==> src/rtl/instr_fetch_pkg.sv <==
// Types and constants shared by the fetch stage and decode: FSM encoding,
// the NOP word, opcode values and the word-alignment helper.
package instr_fetch_pkg;

  typedef enum logic [1:0] {
    ST_BOOT = 2'd0,
    ST_RUN  = 2'd1,
    ST_HALT = 2'd2
  } if_state_e;

  localparam logic [31:0] NOP      = 32'h0000_0000;

  localparam logic [5:0]  OP_RTYPE = 6'b000000;
  localparam logic [5:0]  OP_J     = 6'b000010;
  localparam logic [5:0]  OP_BEQ   = 6'b000100;
  localparam logic [5:0]  OP_LW    = 6'b100011;

  function automatic logic [31:0] word_align(input logic [31:0] addr);
    return addr & ~32'h0000_0003;
  endfunction

endpackage

==> src/rtl/instr_fetch_next_pc_sel.sv <==
// Next-PC priority mux: branch, then jump, then hold on stall, then PC+4.
// Builds the aligned branch target and the J-format jump target.
module next_pc_sel
  import instr_fetch_pkg::*;
(
  input  logic [31:0] pc,
  input  logic [3:0]  pc4_hi,
  input  logic        stall,
  input  logic        br_taken,
  input  logic [31:0] br_target,
  input  logic        jmp,
  input  logic [25:0] jmp_index,
  output logic [31:0] pc_plus4,
  output logic [31:0] next_pc,
  output logic        redirect
);

  logic [31:0] br_addr;
  logic [31:0] jmp_addr;

  always_comb begin
    pc_plus4 = pc + 32'd4;
    br_addr  = word_align(br_target);
    // Jump region comes from the PC+4 held in IF/ID, not the current PC.
    jmp_addr = {pc4_hi, jmp_index, 2'b00};
    next_pc  = pc_plus4;
    redirect = 1'b0;
    if (br_taken) begin
      next_pc  = br_addr;
      redirect = 1'b1;
    end else if (jmp) begin
      next_pc  = jmp_addr;
      redirect = 1'b1;
    end else if (stall) begin
      next_pc  = pc;
    end
  end

endmodule

==> src/rtl/instr_fetch.sv <==
// Instruction-fetch stage: PC register, instruction memory address, IF/ID register.
//   state   | meaning
//   BOOT    | one post-reset cycle, PC=RESET_PC, nothing fetched
//   RUN     | fetching; redirects, stall and halt honoured
//   HALT    | frozen until reset, IF/ID holds a bubble
module instr_fetch
  import instr_fetch_pkg::*;
#(
  parameter logic [31:0] RESET_PC = 32'h0000_0000
) (
  input  logic        clk,
  input  logic        rst_n,
  output logic [31:0] imem_addr,
  input  logic [31:0] imem_instr,
  input  logic        stall,
  input  logic        br_taken,
  input  logic [31:0] br_target,
  input  logic        jmp,
  input  logic [25:0] jmp_index,
  input  logic        halt,
  output logic [31:0] if_instr,
  output logic [31:0] if_pc4,
  output logic        if_valid,
  output logic        halted
);

  if_state_e   state_q, state_d;
  logic [31:0] pc_q, pc_d;
  logic [31:0] instr_q, instr_d;
  logic [31:0] pc4_q, pc4_d;
  logic        valid_q, valid_d;

  logic [31:0] pc_plus4;
  logic [31:0] next_pc;
  logic        redirect;

  next_pc_sel u_next_pc_sel (
    .pc        (pc_q),
    .pc4_hi    (pc4_q[31:28]),
    .stall     (stall),
    .br_taken  (br_taken),
    .br_target (br_target),
    .jmp       (jmp),
    .jmp_index (jmp_index),
    .pc_plus4  (pc_plus4),
    .next_pc   (next_pc),
    .redirect  (redirect)
  );

  always_ff @(posedge clk or negedge rst_n) begin
    if (!rst_n) begin
      state_q <= ST_BOOT;
      pc_q    <= RESET_PC;
      instr_q <= NOP;
      pc4_q   <= 32'h0;
      valid_q <= 1'b0;
    end else begin
      state_q <= state_d;
      pc_q    <= pc_d;
      instr_q <= instr_d;
      pc4_q   <= pc4_d;
      valid_q <= valid_d;
    end
  end

  always_comb begin
    state_d = state_q;
    pc_d    = pc_q;
    instr_d = instr_q;
    pc4_d   = pc4_q;
    valid_d = valid_q;
    unique case (state_q)
      ST_BOOT: state_d = ST_RUN;
      ST_RUN: begin
        if (halt) begin
          state_d = ST_HALT;
          instr_d = NOP;
          valid_d = 1'b0;
        end else if (redirect) begin
          // The instruction at the old PC is squashed, even under stall.
          pc_d    = next_pc;
          instr_d = NOP;
          valid_d = 1'b0;
        end else if (!stall) begin
          pc_d    = next_pc;
          instr_d = imem_instr;
          pc4_d   = pc_plus4;
          valid_d = 1'b1;
        end
      end
      ST_HALT: state_d = ST_HALT;
      default: state_d = ST_BOOT;
    endcase
  end

  assign imem_addr = pc_q;
  assign if_instr  = instr_q;
  assign if_pc4    = pc4_q;
  assign if_valid  = valid_q;
  assign halted    = (state_q == ST_HALT);

endmodule

==> config.mk <==
export PLATFORM = sky130hd
export DESIGN_NAME = instr_fetch
export DESIGN_NICKNAME = d
export VERILOG_FILES = /design/src/rtl/instr_fetch_pkg.sv /design/src/rtl/instr_fetch_next_pc_sel.sv /design/src/rtl/instr_fetch.sv
export SDC_FILE = /design/constraint.sdc
export NUM_CORES = 1
export LEC_CHECK = 0
export CAP_MARGIN = 25
export CORE_MARGIN = 2
export CORE_UTILIZATION = 50
export CTS_CLUSTER_SIZE = 30
export DETAILED_ROUTE_END_ITERATION = 10
export PLACE_DENSITY = 0.93
export RECOVER_POWER = 25
export SYNTH_ARGS = -nofsm -noshare
export SYNTH_HDL_FRONTEND = slang
export SYNTH_HIERARCHICAL = 1
export SYNTH_SLANG_ARGS = --single-unit
==> constraint.sdc <==
create_clock -name clk -period 3.6 [get_ports clk]
set_clock_uncertainty 0.05 [all_clocks]
set_input_delay 0.54 -clock clk [delete_from_list [all_inputs] [get_ports clk]]
set_output_delay 0.54 -clock clk [all_outputs]
set_load 0.01 [all_outputs]
== Word level (Yosys, flattened, before mapping) ==
Cells that the tools add are included.
Widths: inputs -> output; s select.

* Bitwise gates (word level): 3
* Reductions and logical operators: 4
* Add/sub/neg operators: 1
* Eq/ne operators: 5
* Multiplexer cells: 15

{| class="wikitable"
|+ Operators with widths
! operator !! number
|-
| $mux 32 || 8
|-
| $add 32x3->32 const B || 1
|-
| $pmux 2 s3 || 1
|-
| $mux 1 || 5
|-
| $reduce_and 4->1 || 1
|-
| $ne 3x1->1 const B || 1
|-
| $not 1->1 || 3
|-
| $reduce_and 3->1 || 1
|-
| $eq 2x1->1 const B || 1
|-
| $eq 2x2->1 const B || 1
|-
| $logic_not 2->1 || 1
|-
| $mux 2 || 1
|-
| $ne 2x1->1 const B || 1
|-
| $ne 2x2->1 const B || 1
|-
| $reduce_and 2->1 || 1
|}

* Word-level logic and storage cells: 33
* Register bits: 99
* Output and inout port bits: 98

== Longest topological paths before layout ==
* Depth after elaboration: 6
* Mapped depth: 9
* Mapped depth without buffers: 7

== By module ==
The synthesis kept the hierarchy.

{| class="wikitable"
|+ By module, submodules not included
! module !! cells each !! instances !! seq. area each (µm²) !! area an instance (µm²)
|-
| instr_fetch || 267 || 1 || 2,477.4 || 3,953.8
|-
| next_pc_sel || 269 || 1 || 0.0 || 1,729.2
|}

== Worst setup path after synthesis ==
OpenSTA, ideal clock, no wires.

* Path type: input -> register
* From: input br_taken
* To: register pc4_q[10] (netlist: if_pc4[10])
* Required time: 3.425 ns
* Slack: 1.033 ns
* Stages on the path: 9
* Arrival: 2.392 ns
* Path buffers: 4
* Cell sequence: clkbuf_1 -> nor2_1 -> inv_1 -> clkbuf_1 -> or2_1 -> buf_2 -> nor3_4 -> buf_6 -> mux2_2

* Longest elaborated chain between the ends: 3

{| class="wikitable"
|+ RTL lines
! item !! RTL line !! RTL
|-
| from (decl) || instr_fetch.sv:16 || <nowiki>input logic br_taken,</nowiki>
|-
| $mux 1 || instr_fetch_next_pc_sel.sv:28 || <nowiki>if (br_taken) begin</nowiki>
|-
| net redirect || instr_fetch.sv:35 || <nowiki>logic redirect;</nowiki>
|-
| $not 1->1 (no line) || n/a ||
|-
| $reduce_and 4->1 (no line) || n/a ||
|-
| to (signal assigned) || instr_fetch.sv:61 || <nowiki>pc4_q <= pc4_d;</nowiki>
|-
| to (decl) || instr_fetch.sv:30 || <nowiki>logic [31:0] pc4_q, pc4_d;</nowiki>
|}

The timed path passes the listed nets, and every way through them passes these cells.
A chain may end at the register's enable or synchronous reset.

== Worst setup path in the final report ==
* From: register pc_q[2] (netlist: imem_addr[2])
* To: register pc4_q[24] (netlist: if_pc4[24])

* Longest elaborated chain between the ends: 1

{| class="wikitable"
|+ RTL lines
! item !! RTL line !! RTL
|-
| from (decl) || instr_fetch.sv:28 || <nowiki>logic [31:0] pc_q, pc_d;</nowiki>
|-
| from (signal assigned) || instr_fetch.sv:59 || <nowiki>pc_q <= pc_d;</nowiki>
|-
| $add 32x3->32 || instr_fetch_next_pc_sel.sv:22 || <nowiki>pc_plus4 = pc + 32'd4;</nowiki>
|-
| net pc_plus4[24] || instr_fetch.sv:33 || <nowiki>logic [31:0] pc_plus4;</nowiki>
|}

The timed path passes the listed nets, and every way through them passes these cells.

==> results.sh <==
export IMPL_yosys_area_top_type_share_pct=43.6
export IMPL_core_mm2=0.0110
export IMPL_start_util_pct=51.7
export IMPL_slowest_delay_ns=0.56
export IMPL_power_frac_comb_pct=42.5
export IMPL_syn_area_per_cell_um2=10.6
export IMPL_fin_hold_ws_ns=0.447
export IMPL_drt_first_pass_iters=5
export IMPL_portBuffers=191
export IMPL_antenna_found_initial=0
export IMPL_die_y_um=111
export IMPL_hold_class="register to register"
export IMPL_maxCapViolations=1
export IMPL_nets=808
export IMPL_grt_use_total_pct=27.4
export IMPL_viasPerCell=6.04
export IMPL_cts_hold_buffers_added=0
export IMPL_worstPathRequired_ns=3.78
export IMPL_syn_inst=536
export IMPL_maxSlewHeadroom_pct=-8.25
export IMPL_drt_first_iter_violations=375
export IMPL_clock_path_buffers=2
export IMPL_syn_num_nets=636
export IMPL_clkLatencyLatePin_ns=0.34
export IMPL_violations="max-capacitance violations, max-slew violations"
export IMPL_switchingPower_mw=1.91
export IMPL_hold_viol=0
export IMPL_synth_seq_cells=99
export IMPL_power_frac_seq_pct=37.7
export IMPL_critPathMaxFanout=10
export IMPL_fp_row_count=38
export IMPL_synth_common_cells="99 x dfrtp_1, 54 x mux2_2, 42 x a22oi_1"
export IMPL_dieArea_mm2=0.0122
export IMPL_ant_nets=0
export IMPL_synth_area_mm2=0.00568
export IMPL_fillCellCount=736
export IMPL_wirelength_mm=16.9
export IMPL_cts_sinks=99
export IMPL_clk_pin_slew_worst_paths_ns=0.07
export IMPL_power_density_mw_per_mm2=674
export IMPL_die_x_um=111
export IMPL_grt_setup_unrepaired="false"
export IMPL_fmax_mhz=359
export IMPL_setup_tns_ns=0
export IMPL_crit_path_start_kind="register"
export IMPL_wl_per_cell_um=19.9
export IMPL_p_leak_nw=3.20
export IMPL_cpLargestDelayFamily="simple AND/OR/NAND/NOR gates"
export IMPL_post_route_min_period_ns=2.79
export IMPL_post_synth_top_count_cell="dfrtp_1"
export IMPL_crit_path_end_kind="register"
export IMPL_cts_root_buf="clkbuf_16"
export IMPL_grt_pass1_vias=5395
export IMPL_yosysWarnings=6
export IMPL_synth_area_leaders="dfrtp_1 44%, mux2_2 11%, a22oi_1 5.5%, xnor2_1 4.9%, o2bb2ai_1 4.8%"
export IMPL_grt_pass1_wl_mm=27.3
export IMPL_drive_gt1_share_pct=14.3
export IMPL_fin_crit_sh_pct=77.5
export IMPL_yosysTopAreaCell="dfrtp_1"
export IMPL_setup_viol=0
export IMPL_synth_cell_types=53
export IMPL_yosysSeqAreaShare_pct=43.6
export IMPL_antenna_cells=0
export IMPL_gp_congestion=0.903
export IMPL_grt_max_degree=64
export IMPL_crit_chain="ha_1 > and3_2 > nand4bb_1 > or3_1 > nor2_1 > xor2_1 > mux2_2"
export IMPL_p_clk_share_pct=19.7
export IMPL_ios=194
export IMPL_critical_path_buf_inv_count=0
export IMPL_globalRouteOverflowTotal=0
export IMPL_async_reset_ff_share_pct=100
export IMPL_areaGrowthSynthToFinish_pct=40.5
export IMPL_post_cts_buffers=0
export IMPL_cts_buffers=9
export IMPL_hpwlAfterDp_mm=11.7
export IMPL_drcViolationCount=0
export IMPL_vias=5150
export IMPL_finish_utilization_pct=72.7
export IMPL_cts_max_level=3
export IMPL_drv_slew=64
export IMPL_status="complete, but fails checks"
export IMPL_critical_path_arrival_ns=2.97
export IMPL_cts_resized=0
export IMPL_synth_edf_count=0
export IMPL_worstSetupPathType="register to register"
export IMPL_worst_slew_pin_slew_ns=1.62
export IMPL_intPower_mw=3.47
export IMPL_swShare_pct=35.5
export IMPL_cts_tree="built"
export IMPL_ys_flop_type="dfrtp_1"
export IMPL_irDropWorstVdd_uv=375
export IMPL_cpMaxStageDelayCell="or3_1"
state kept, by name, indices dropped and copies added, names as in the netlist:
| signal | count |
|---|---|
| state_q | 2 |
| imem_addr | 32 |
| if_valid | 1 |
| if_pc4 | 32 |
| if_instr | 32 |
cells by family (layout without fill, tap and decap cells):
group	after synthesis	count (layout)	synth area share [%]
flip-flops	99	99	43.6
XOR/XNOR	53	53	8.17
AO/OA/AOI/OAI	140	140	17.1
adder cells (fa/ha/maj)	4	4	0.881
buffers and inverters	57	234	4.69
multiplexers	71	71	13.9
AND/OR/NAND/NOR	112	112	11.7
metal layers:
metal	vias to the layer above	part of all wire (%)	GRT usage, %
met5	-	0	0
met4	0	2.9	11.7
met3	45	6.5	5.10
met2	253	51	47.9
met1	2543	39	33.2
li1	2309	-	-
worst paths after layout:
| check | from | endpoint | slack (ns) | cells past startpoint |
|---|---|---|---|---|
| worst max-delay path | imem_addr[2] | if_pc4[24] | 0.81 | 7 |
| worst min-delay path | if_pc4[19] | if_pc4[19] | 0.45 | 1 |
| worst max register to register | imem_addr[2] | if_pc4[24] | 0.81 | 7 |
| worst min register to register | if_pc4[19] | if_pc4[19] | 0.45 | 1 |
| max in group asynchronous | rst_n | if_instr[13] | 1.41 | 2 |
| min in group asynchronous | rst_n | if_pc4[17] | 0.56 | 1 |
per-stage QoR:
step / setup slack (ns) / total power [mW] / instance area, µm² / instances
2_1_floorplan: 1.03 / 3.10 / 5680 / 536
3_3_place_gp: 0.861 / 4.17 / 7660 / 837
3_5_place_dp: 0.756 / 4.29 / 7660 / 837
4_1_cts: 0.854 / 5.39 / 7990 / 853
5_1_grt: 0.718 / 5.66 / 7980 / 853
6_report: 0.811 / 5.38 / 7980 / 853
worst register-to-register path, cell delays in order (launching register included):
cell and delay [ns]:
dfrtp_1 0.50, ha_1 0.33, and3_2 0.27, nand4bb_1 0.45, or3_1 0.56, nor2_1 0.17, xor2_1 0.08, mux2_2 0.27
placed cells by master, fill, tap and decap left out, types with 3 or more instances in the layout:
cell             netlist  layout
a21oi_1               17      17
xor2_1                21      21
ha_1                   4       4
buf_4                  2      14
nor2_1                19      19
o2bb2ai_1             31      31
clkdlybuf4s50_1        0     189
o22ai_1                5       5
nand3_1                6       6
o21ai_0               31      31
mux2i_1                7       7
nor3_1                 7       7
nand2_1               27      27
xnor2_1               32      32
dfrtp_1               99      99
and3_1                 4       4
mux2_1                10      10
or3_1                  6       6
a22oi_1               42      42
nand2b_1               5       5
nor4_1                 7       7
inv_1                 11      11
clkbuf_16              0       9
o211ai_1               3       3
nand4_1                7       7
mux2_2                54      54
cell type report:
cell class | instances | area, µm² | share of cell area (%)
Inverter | 12 | 45.0 | 0.564
Clock buffer | 11 | 243 | 3.04
Tap cell | 140 | 175 | 2.19
Clock inverter | 5 | 83.8 | 1.05
Multi-Input combinational cell | 380 | 2950 | 36.9
Timing Repair Buffer | 206 | 2010 | 25.2
Sequential cell | 99 | 2480 | 31.0
power by group through the flow:
stage,registers [mW],clock network (mW),logic [mW]
finish,2.03,1.06,2.29
CTS,2.02,1.08,2.29
global route,2.09,1.12,2.45
floorplan,2.07,0,1.03
global placement,1.99,0,2.18
detailed placement,2.02,0,2.27
Power figures use the tool's default switching activity.
